### config.mk
export PLATFORM = sky130hd
export DESIGN_NAME = int_ctrl
export DESIGN_NICKNAME = d
export VERILOG_FILES = /design/src/rtl/int_ctrl_pkg.sv /design/src/rtl/int_ctrl_sync.sv /design/src/rtl/int_ctrl.sv
export SDC_FILE = /design/constraint.sdc
export NUM_CORES = 1
export LEC_CHECK = 0
export ABC_CLOCK_PERIOD_IN_PS = 2800
export CORE_MARGIN = 5
export CORE_UTILIZATION = 45
export DETAILED_ROUTE_END_ITERATION = 12
export PLACE_DENSITY = 0.84
export SLEW_MARGIN = 20
export SYNTH_ARGS = -nofsm -noshare
export SYNTH_HDL_FRONTEND = slang
export SYNTH_SLANG_ARGS = --single-unit
export TNS_END_PERCENT = 1
### constraint.sdc
create_clock -name clk -period 2.8 [get_ports clk]
set_input_delay 0.56 -clock clk [delete_from_list [all_inputs] [get_ports clk]]
set_output_delay 0.56 -clock clk [all_outputs]
set_load 0.05 [all_outputs]
### src/rtl/int_ctrl_pkg.sv
// Shared definitions for the interrupt controller: FSM encoding, register
// map and the CPU interrupt vector.
package int_ctrl_pkg;

  typedef enum logic [1:0] {
    StIdle    = 2'd0,
    StIssue   = 2'd1,
    StService = 2'd2
  } state_e;

  localparam logic [1:0] ADDR_MASK      = 2'd0;
  localparam logic [1:0] ADDR_PENDING   = 2'd1;
  localparam logic [1:0] ADDR_TIMER_CMP = 2'd2;
  localparam logic [1:0] ADDR_STATUS    = 2'd3;

  // Address the CPU jumps to when irq is taken.
  localparam int unsigned IRQ_VECTOR = 356;

  // STATUS layout: bit4 in_service, bits3:0 irq_id.
  function automatic logic [31:0] status_word(input logic in_service, input logic [3:0] id);
    return {27'd0, in_service, id};
  endfunction

endpackage

### src/rtl/int_ctrl_sync.sv
// One-bit two-flop synchronizer followed by a rising-edge detector.
// Reset value 0 makes a line already high at reset release look like an edge.
module int_sync (
  input  logic clk,
  input  logic rst_n,
  input  logic src_i,
  output logic edge_o
);

  logic [1:0] sync_q;
  logic       prev_q;

  // Synchronize the raw line and remember the previous synchronized value.
  always_ff @(posedge clk or negedge rst_n) begin
    if (!rst_n) begin
      sync_q <= 2'b00;
      prev_q <= 1'b0;
    end else begin
      sync_q <= {sync_q[0], src_i};
      prev_q <= sync_q[1];
    end
  end

  assign edge_o = sync_q[1] & ~prev_q;

endmodule

### src/rtl/int_ctrl.sv
// Interrupt controller: edge-detected sources, MASK/PENDING registers,
// lowest-index-first priority, single-cycle irq pulse, eret-terminated service.
// Optional feature: define INT_CTRL_TIMER_EN to add a compare timer acting as
// an extra lowest-priority source at index N_SRC.
module int_ctrl
  import int_ctrl_pkg::*;
#(
  parameter int unsigned N_SRC = 8
) (
  input  logic             clk,
  input  logic             rst_n,
  input  logic [N_SRC-1:0] src,
  output logic             irq,
  output logic [3:0]       irq_id,
  input  logic             eret,
  input  logic             bus_we,
  input  logic [1:0]       bus_addr,
  input  logic [31:0]      bus_wdata,
  output logic [31:0]      bus_rdata
);

`ifdef INT_CTRL_TIMER_EN
  localparam int unsigned W = N_SRC + 1;
`else
  localparam int unsigned W = N_SRC;
`endif

  logic [N_SRC-1:0] src_edge;
  logic [W-1:0]     set_vec, clr_vec, active;
  logic [W-1:0]     mask_q, mask_d, pending_q, pending_d;
  logic [31:0]      cmp_rd;
  logic [3:0]       next_id;
  logic             mask_wr, pend_wr, cmp_wr, eret_clr;
  state_e           state_q;
  logic             irq_q;
  logic [3:0]       irq_id_q;
  logic             unused_wdata;

  for (genvar g = 0; g < N_SRC; g++) begin : g_sync
    int_sync u_sync (
      .clk   (clk),
      .rst_n (rst_n),
      .src_i (src[g]),
      .edge_o(src_edge[g])
    );
  end

  assign mask_wr  = bus_we && (bus_addr == ADDR_MASK);
  assign pend_wr  = bus_we && (bus_addr == ADDR_PENDING);
  assign cmp_wr   = bus_we && (bus_addr == ADDR_TIMER_CMP);
  assign eret_clr = (state_q == StService) && eret;
  assign unused_wdata = ^bus_wdata;

`ifdef INT_CTRL_TIMER_EN
  logic [31:0] cmp_q, cnt_q, cnt_d;
  logic        timer_hit;

  assign timer_hit = (cmp_q != 32'd0) && (cnt_q == cmp_q);

  // Free-running counter; wraps on compare match, restarts on TIMER_CMP write.
  always_comb begin
    cnt_d = cnt_q + 32'd1;
    if (cmp_wr || timer_hit) begin
      cnt_d = 32'd0;
    end
  end

  // Timer compare and counter state.
  always_ff @(posedge clk or negedge rst_n) begin
    if (!rst_n) begin
      cmp_q <= 32'd0;
      cnt_q <= 32'd0;
    end else begin
      if (cmp_wr) begin
        cmp_q <= bus_wdata;
      end
      cnt_q <= cnt_d;
    end
  end

  assign set_vec = {timer_hit, src_edge};
  assign cmp_rd  = cmp_q;
`else
  assign set_vec = src_edge;
  assign cmp_rd  = 32'd0;
`endif

  // Pending: write-1-to-clear and eret clear, a same-cycle edge wins.
  always_comb begin
    clr_vec = '0;
    if (pend_wr) begin
      clr_vec = bus_wdata[W-1:0];
    end
    if (eret_clr) begin
      clr_vec = clr_vec | (W'(1) << irq_id_q);
    end
    pending_d = (pending_q & ~clr_vec) | set_vec;
    mask_d    = mask_wr ? bus_wdata[W-1:0] : mask_q;
  end

  // MASK and PENDING registers.
  always_ff @(posedge clk or negedge rst_n) begin
    if (!rst_n) begin
      mask_q    <= '0;
      pending_q <= '0;
    end else begin
      mask_q    <= mask_d;
      pending_q <= pending_d;
    end
  end

  assign active = pending_q & mask_q;

  // Lowest set index wins; the timer sits at the top index so it loses ties.
  always_comb begin
    next_id = 4'd0;
    for (int i = W - 1; i >= 0; i--) begin
      if (active[i]) begin
        next_id = 4'(i);
      end
    end
  end

  // Service FSM with registered irq and irq_id.
  always_ff @(posedge clk or negedge rst_n) begin
    if (!rst_n) begin
      state_q  <= StIdle;
      irq_q    <= 1'b0;
      irq_id_q <= 4'd0;
    end else begin
      case (state_q)
        StIdle: begin
          irq_q <= 1'b0;
          if (|active) begin
            irq_id_q <= next_id;
            irq_q    <= 1'b1;
            state_q  <= StIssue;
          end
        end
        StIssue: begin
          irq_q   <= 1'b0;
          state_q <= StService;
        end
        StService: begin
          irq_q <= 1'b0;
          if (eret) begin
            state_q <= StIdle;
          end
        end
        default: begin
          irq_q   <= 1'b0;
          state_q <= StIdle;
        end
      endcase
    end
  end

  assign irq    = irq_q;
  assign irq_id = irq_id_q;

  // Combinational register read mux.
  always_comb begin
    bus_rdata = 32'd0;
    unique case (bus_addr)
      ADDR_MASK:      bus_rdata = 32'(mask_q);
      ADDR_PENDING:   bus_rdata = 32'(pending_q);
      ADDR_TIMER_CMP: bus_rdata = cmp_rd;
      ADDR_STATUS:    bus_rdata = status_word(state_q != StIdle, irq_id_q);
    endcase
  end

endmodule

# --- Word-level counts from Yosys, hierarchy flattened ---
# Index checks and enable logic that the tools add are counted.
op_classes:
  shifts: 1
  magnitude_cmp: 0
  eq_ne: 7
  n_addsub: 0
  n_div: 0
  bitwise: 21
  multipliers: 0
  muxes: 16
  n_reduce_logical: 9
op_table:
  columns: ["op", "n"]
  rows:
  - ["32-bit case mux with 4 select lines", 1]
  - ["4-bit two-way mux", 7]
  - ["8-bit AND", 2]
  - ["8-bit two-way mux", 2]
  - ["8-bit OR", 2]
  - ["1-bit AND", 8]
  - ["1-bit NOT", 8]
  - ["8-bit NOT", 1]
  - ["8-bit OR reduction", 1]
  - ["1-bit by 4-bit << shifter with 8-bit output (first input constant)", 1]
  - ["2-bit equality test (second input constant)", 3]
  - ["2-bit case mux with 3 select lines", 1]
  - ["2-bit by 1-bit equality test with 1-bit output (second input constant)", 2]
  - ["2-bit zero test", 2]
  - ["2-bit two-way mux", 2]
  - ["2-bit != test (second input constant)", 2]
  - ["2-bit AND reduction", 2]
  - ["1-bit logical AND", 3]
  - ["3-bit two-way mux", 1]
  - ["1-bit two-way mux", 2]
  - ["2-bit nonzero test", 1]
word_totals:
  latch_bits: 0
  ramBits: 0
  register_bits: 47
  wordCells: 75
  rom_bits: 0
  n_memories: 0

# --- Depth between registers and ports, before layout ---
# Gate-level depths: netlist (run 1).
logic_depth:
  word_depth: 9
  depth_mapped: 6

# --- By module ---
# From an unflattened synthesis (run 1), not the netlist that was laid out.
unflattened:
  hier_cells: 170
  hier_area_um2: 2072.0
modules_own_cells:
  columns: ["module", "area_per_inst_um2", "seq_area_each_um2", "cells_each", "n_inst"]
  rows:
  - ["int_ctrl", 1361.3, 550.5, 138, 1]
  - ["int_sync", 88.8, 75.1, 4, 8]

# --- Worst setup path after synthesis (run 1) ---
# OpenSTA, ideal clock, no wires.
synth_timing:
  path_kind: "input -> output"
  start: "input port bus_addr[0]"
  end: "output port bus_rdata[1]"
  setup_slack_ns: 0.104
  path_stages: 4
  t_required_ns: 2.240
  arrival_ns: 2.136
  n_path_buf: 2
  cell_sequence: "buf_2 -> buf_2 -> mux2i_1 -> o21ai_0"
synth_via:
  elab_chain_cells: 2
  elab_cells_between_ends: 5
  cone_classes: "eq/ne (3); mux (1); reduce/logical (1)"
synth_lines:
  columns: ["item", "line", "rtl"]
  rows:
  - ["from (decl)", "int_ctrl.sv:17", "input logic [1:0] bus_addr,"]
  - ["2-bit equality test (tied with other cells)", "int_ctrl.sv:164", "unique case (bus_addr)"]
  - ["32-bit case mux with 4 select lines *", "int_ctrl.sv:164", null]
  - ["to (decl)", "int_ctrl.sv:19", "output logic [31:0] bus_rdata"]
# Mark *: on every way between the ends. The rest lies on a longest branch, timed or not. The select of a mux whose other input is x is not followed.

# --- Worst setup path in the final report (run 1) ---
layout_timing:
  start: "input port bus_addr[0]"
  end: "output port bus_rdata[4]"
# Same word-level chain as after synthesis.

==> results of run 1 <==
==> metrics by stage <==
| stage | instance area, um2 | hold WS [ns] | util, % | power, W |
|---|---|---|---|---|
| 6_report | 2445 | 0.2490 | 56.54 | 0.002049 |
| 3_3_place_gp | 2351 | 0.3320 | 54.37 | 0.001641 |
| 3_5_place_dp | 2351 | 0.3356 | 54.37 | 0.001663 |
| 2_1_floorplan | 2079 | 0.2644 | - | 0.001406 |
| 5_1_grt | 2445 | 0.2936 | 56.54 | 0.002160 |
| 4_1_cts | 2442 | 0.3540 | 56.48 | 0.002069 |
==> per-layer routing <==
layer	global-route usage [%]	wire, um
met4	6.119	61
met2	21.06	1762
met5	0	0
met3	4.965	289
met1	13.97	1348
==> area by class of cell <==
cell class                      instances  area, um2
Inverter                                9      33.78
Sequential cell                        46       1151
Clock buffer                            7      86.33
Tap cell                               52      65.06
Timing Repair Buffer                   34      415.4
Fill cell                             388       1879
Clock inverter                          1      5.005
Multi-Input combinational cell        110      688.2
==> synthesized netlist by cell type (all sizes together) <==
library cell	number
clkbuf	1
a21oi	4
conb	1
mux2	10
o311ai	2
nand4bb	1
inv	9
buf	28
o21a	2
and3b	1
nor2	6
a22oi	5
o211ai	6
nand4b	1
a32o	3
o22ai	1
nor3b	1
o21ai	12
nand2	17
nand2b	2
dfrtp	46
nand3	3
mux2i	8
==> path summary, 6_finish.rpt <==
path | from | end | slack [ns] | cells past startpoint
max | bus_addr[0] | bus_rdata[4] | 0.23 | 5
min | rst_n | g_sync[3].u_sync.sync_q[0] | 0.25 | 1
max reg2reg | pending_q[1] | irq_id[0] | 1.33 | 4
min reg2reg | g_sync[3].u_sync.sync_q[0] | g_sync[3].u_sync.sync_q[1] | 0.35 | 0
max in group asynchronous | rst_n | mask_q[7] | 2.19 | 1
min in group clk | g_sync[3].u_sync.sync_q[0] | g_sync[3].u_sync.sync_q[1] | 0.35 | 0
==> worst max-delay path, delay by kind of cell <==
family                 cells  cell delay (ns)
buffers and inverters      3             1.16
AOI/OAI and AO/OA          1             0.23
and+or+nand+nor            1             0.06
==> where the power goes <==
part	total, W	internal (W)	switching [W]
registers	0.000895	0.000773	0.000122
clock network	0.000399	0.000199	0.000201
logic	0.000754	0.000308	0.000446
total	0.00205	0.00128	0.000768
==> cells by family (layout without fill, tap and decap cells) <==
group / Yosys count / in the layout / share of synthesized area (%)
flip-flops: 46 / 46 / 57.86
buffers and inverters: 38 / 51 / 12.07
AO/OA/AOI/OAI: 35 / 35 / 11.89
multiplexers: 18 / 18 / 9.874
AND/OR/NAND/NOR: 32 / 32 / 8.113
other: 1 / 25 / 0.1885
==> state kept, by name (all words and copies together) (netlist names) <==
register / cells
g_sync.u_sync.prev_q: 8
g_sync.u_sync.sync_q: 16
irq: 1
irq_id: 3
mask_q: 8
pending_q: 8
state_q: 2
==> metrics.md, run 1 <==
| Metric | Value |
|---|---|
| Die area | `5851 um2` |
| Num Clock Sinks | `46` |
| Number of antenna violations at the first check in global routing | `0` |
| N_diodes | `0` |
| Die W | `76.49 um` |
| Pre-antenna DRT Iters | `4` |
| CP required | `2.24 ns` |
| CP endpoint kind | `primary output` |
| VDD IR max | `0.4038 mV` |
| Fmax | `0.3891 GHz` |
| Clock skew | `0.002392 ns` |
| Buffers on Ports | `33` |
| Post-CTS sizing | `0` |
| Worst-margin pin slew | `0.5411 ns` |
| Worst-skew pair later-pin latency | `0.29 ns` |
| Vias per std cell | `4.965` |
| Place WS | `0.2276 ns` |
| # placed instances | `251` |
| Clock tree root driver cell | `clkbuf_8` |
| Critical Path Start Type | `primary input` |
| H-tree depth | `2` |
| Final non-filler cell total | `259` |
| Relative slew slack | `63.93%` |
| Synth Cell Area | `1989 um2` |
| Max incr delay on CP | `0.73 ns` |
| Ports | `83` |
| Vias in the first global route | `1290` |
| Worst EP arrival | `2.01 ns` |
| Final WS setup | `0.2298 ns` |
| Post-CTS Setup Inserts | `0` |
| Iter 0 DRT Violations | `87` |
| Largest net degree at the start of global routing | `47` |
| Synth top area share | `57.86%` |
| Pins Over Slew Limit | `0` |
| Total grt overflow | `0` |
| Cts bufs inserted | `5` |
| Setup violators final | `0` |
| Top post-synthesis cells by area | `dfrtp_1 58%, buf_4 9.4%, mux2_2 5.1%` |
| Top fanout value on the critical path | `9` |
| DP Wirelength | `2554 um` |
| Worst path slowest cell | `clkdlybuf4s50_1` |
| Final nets | `252` |
| Outcome | `finished, final reports clean` |
| DIE HEIGHT | `76.49 um` |
| Synth cell types | `26` |
| Core Region | `4324 um2` |
| CTS Hold Bufs | `0` |
| Pwr Density | `837.9 nW/um2` |
| Global-route usage over all layers | `12.63%` |
| Final Routed Wirelength | `3461 um` |
| Commonest non-fill, non-tap cell in the layout | `dfrtp_1` |
| Leakage power | `1.085 nW` |
| Max-Cap Viols | `0` |
| Endpoints failing hold | `0` |
| Cell Rows | `24` |
| RSZ-0062 raised after global routing | `no` |
| Synth Register Bits | `46` |
| Worst min path class | `primary input to asynchronous set/reset pin` |
| CTS max path bufs | `2` |
| Area added between synthesis and finish | `22.89%` |
| Dominant cell type by area after synthesis | `dfrtp_1` |
| Most frequent cells in the layout | `46 x dfrtp_1, 25 x conb_1, 24 x clkdlybuf4s50_1, 17 x nand2_1, 12 x o21ai_0` |
| Placer Congestion | `0.8938` |
| Post-synthesis sequential area ratio | `57.86%` |
| CTS tree | `yes` |
| DRC viols | `0` |
| Crit-path cells | `clkdlybuf4s50_1 > buf_4 > nand2_1 > o22ai_1 > buf_12` |
| YS warnings | `0` |
| Layout cells sized above 1 | `14.01%` |
| First-pass GRT wire length | `5865 um` |
| Vias | `1286` |
| Initial Util | `46.01%` |
| Clock-pin transition on the worst setup and hold timing paths | `0.07 ns` |
| Setup_tns | `0 ns` |
| Syn Inst Count | `170` |
| Crit Path Class | `primary input to primary output` |
| Syn Area/Cell | `11.70 um2` |
| Tmin final | `2.570 ns` |
| DR WL/cell | `13.36 um` |
| Tcrit/Tclk final | `91.79%` |
| Post-detailed-route count of antenna-violating nets | `0` |
(Power assumes the default switching activity.)
==> run 2, diff against run 1 <==
--- a/config.mk
+++ b/config.mk
@@ -10,6 +10,7 @@
 export CORE_UTILIZATION = 45
 export DETAILED_ROUTE_END_ITERATION = 12
 export PLACE_DENSITY = 0.84
+export SETUP_SLACK_MARGIN = 0.02
 export SLEW_MARGIN = 20
 export SYNTH_ARGS = -nofsm -noshare
 export SYNTH_HDL_FRONTEND = slang
==> results of run 2 <==
No change in the layout: final DEF, timing and power equal those of run 1.
==> run 3, diff against run 2 <==
--- a/config.mk
+++ b/config.mk
@@ -10,7 +10,8 @@
 export CORE_UTILIZATION = 45
 export DETAILED_ROUTE_END_ITERATION = 12
 export PLACE_DENSITY = 0.84
-export SETUP_SLACK_MARGIN = 0.02
+export REMOVE_ABC_BUFFERS = 1
+export SETUP_SLACK_MARGIN = 0.1
 export SLEW_MARGIN = 20
 export SYNTH_ARGS = -nofsm -noshare
 export SYNTH_HDL_FRONTEND = slang
==> metrics.md, run 3 (synthesized netlist as in run 1, its figures left out) <==
| Metric | Value |
|---|---|
| Vias per std cell | `4.946 (-0.38%)` |
| Pins Over Slew Limit | `0 (unchanged)` |
| Pre-antenna DRT Iters | `4 (unchanged)` |
| Number of antenna violations at the first check in global routing | `0 (unchanged)` |
| M2 GR Usage | `20.80% (-0.26 points)` |
| Leakage power | `1.113 nW (+2.6%)` |
| Pwr Density | `896.3 nW/um2 (+7.0%)` |
| Placed Area | `2359 um2 (+0.32%)` |
| Post-CTS Setup Inserts | `0 (unchanged)` |
| Filler instances | `373 (-3.9%)` |
| Area added between synthesis and finish | `25.85%` |
| Num Clock Sinks | `46 (unchanged)` |
| Clock tree root driver cell | `clkbuf_8` |
| CP endpoint kind | `primary output` |
| Final nets | `253 (+0.40%)` |
| Worst-skew pair later-pin latency | `0.30 ns (about the same)` |
| Ports | `83 (unchanged)` |
| Worst min path class | `primary input to asynchronous set/reset pin` |
| VDD IR max | `0.3882 mV (-3.9%)` |
| Largest register FFs | `16 (unchanged)` |
| Endpoints failing hold | `0 (unchanged)` |
| Tmin final | `2.550 ns (-0.02034 ns)` |
| Cts bufs inserted | `5 (unchanged)` |
| Met1 Use GR | `15.24% (+1.3 points)` |
| N_diodes | `0 (unchanged)` |
| Setup violators final | `0 (unchanged)` |
| Largest register by flop count | `g_sync.u_sync.sync_q` |
| Vias in the first global route | `1267 (-1.8%)` |
| Fmax | `0.3922 GHz (+0.80%)` |
| Buffers on Ports | `33 (unchanged)` |
| Most frequent cells in the layout | `46 x dfrtp_1, 25 x conb_1, 24 x clkdlybuf4s50_1, 17 x nand2_1, 12 x o21ai_0` |
| Worst-margin pin slew | `0.5494 ns (+0.008332 ns)` |
| Placer Congestion | `0.8874 (-0.72%)` |
| Cell Rows | `24 (unchanged)` |
| Total grt overflow | `0 (unchanged)` |
| Hold slack | `0.2512 ns (+0.002265 ns)` |
| CP required | `2.24 ns (about the same)` |
| Final Routed Wirelength | `3532 um (+2.1%)` |
| RSZ-0062 raised after global routing | `no` |
| Post-route cell area | `2504 um2 (+2.4%)` |
| Multi-input logic area | `688.2 um2 (unchanged)` |
| Clock skew | `0.006974 ns (+0.004582 ns)` |
| First-pass GRT wire length | `5989 um (+2.1%)` |
| Vias | `1286 (unchanged)` |
| Iter 0 DRT Violations | `93 (+6.9%)` |
| H-tree depth | `2 (unchanged)` |
| Clock-pin transition on the worst setup and hold timing paths | `0.08 ns (about the same)` |
| Crit-path cells | `clkdlybuf4s50_1 > buf_4 > mux2i_1 > nor2_1 > buf_12` |
| DRC viols | `0 (unchanged)` |
| Critical Path Start Type | `primary input` |
| Setup_tns | `0 ns (unchanged)` |
| Post-detailed-route count of antenna-violating nets | `0 (unchanged)` |
| Commonest non-fill, non-tap cell in the layout | `dfrtp_1` |
| Worst path slowest cell | `clkdlybuf4s50_1` |
| DR WL/cell | `13.58 um (+1.7%)` |
| Max-Cap Viols | `0 (unchanged)` |
| Global-route usage over all layers | `12.82% (+0.19 points)` |
| Post-CTS sizing | `0 (unchanged)` |
| Core Region | `4324 um2 (unchanged)` |
| Die W | `76.49 um (unchanged)` |
| Layout cells sized above 1 | `14.90% (+0.89 points)` |
| Largest net degree at the start of global routing | `47 (unchanged)` |
| DP Wirelength | `2650 um (+3.7%)` |
| CTS Hold Bufs | `0 (unchanged)` |
| Max incr delay on CP | `0.73 ns (about the same)` |
| CTS tree | `yes` |
| Met3 usage | `4.846% (-0.12 points)` |
| Worst EP arrival | `1.99 ns (-0.02 ns)` |
| Die area | `5851 um2 (unchanged)` |
| Grt peak-use layer | `met2` |
| DIE HEIGHT | `76.49 um (unchanged)` |
| Outcome | `finished, final reports clean` |
| Tcrit/Tclk final | `91.07% (-0.73 points)` |
| CTS max path bufs | `2 (unchanged)` |
| Initial Util | `46.01% (unchanged)` |
| Core Util, Final | `57.90% (+1.4 points)` |
| Relative slew slack | `63.37% (-0.56 points)` |
| Seq. cell area | `1151 um2 (unchanged)` |
| Crit Path Class | `primary input to primary output` |
| Top fanout value on the critical path | `8 (-1)` |
## run 3: cell count changes in the layout (fill, tap and decap cells not counted), sizes merged
cell / change
buf: +1
bufinv: +2
clkbuf: -1
clkinv: -1
## run 3: layer usage
metal,wire length [um],share of wire [%],vias to the layer above
li1,-,-,609
met1,1412,40,624
met2,1791,51,48
met3,283,8.0,5
met4,44,1.2,0
met5,0,0,-
## run 3: path summary, 6_finish.rpt
check | startpoint | to | slack (ns) | depth (start not counted)
setup reg to reg | pending_q[6] | irq_id[0] | 1.33 | 4
max in group asynchronous | rst_n | g_sync[2].u_sync.prev_q | 2.18 | 1
min in group clk | g_sync[4].u_sync.sync_q[0] | g_sync[4].u_sync.sync_q[1] | 0.35 | 0
hold reg to reg | g_sync[4].u_sync.sync_q[0] | g_sync[4].u_sync.sync_q[1] | 0.35 | 0
setup / recovery | bus_addr[0] | bus_rdata[7] | 0.25 | 5
hold / removal | rst_n | g_sync[3].u_sync.sync_q[1] | 0.25 | 1
## run 3: stage by stage
stage          setup slack [ns]  total power, W  instances
2_1_floorplan            0.4896        0.001372        165
3_3_place_gp             0.2722        0.001639        252
3_5_place_dp             0.2656        0.001664        252
4_1_cts                  0.2519        0.002263        260
5_1_grt                  0.1476        0.002366        260
6_report                 0.2501        0.002244        260
## run 3: cell type report
cell class / count / area share, %
Timing Repair Buffer: 35 / 16.89
Inverter: 9 / 1.349
Multi-Input combinational cell: 110 / 27.49
Sequential cell: 46 / 45.98
Clock buffer: 6 / 3.298
Clock inverter: 2 / 2.399
Tap cell: 52 / 2.599
## run 3: critical path, delay by kind of cell
kind	cells	cell delay, ns
buf+inv	3	1.14
mux	1	0.20
simple gates	1	0.09
## run 3: report_power, final
| part | switching, W | total [W] | internal (W) |
|---|---|---|---|
| Sequential | 0.000120 | 0.000893 | 0.000773 |
| Clock | 0.000214 | 0.000595 | 0.000380 |
| Combinational | 0.000447 | 0.000757 | 0.000309 |
| Total | 0.000782 | 0.00224 | 0.00146 |
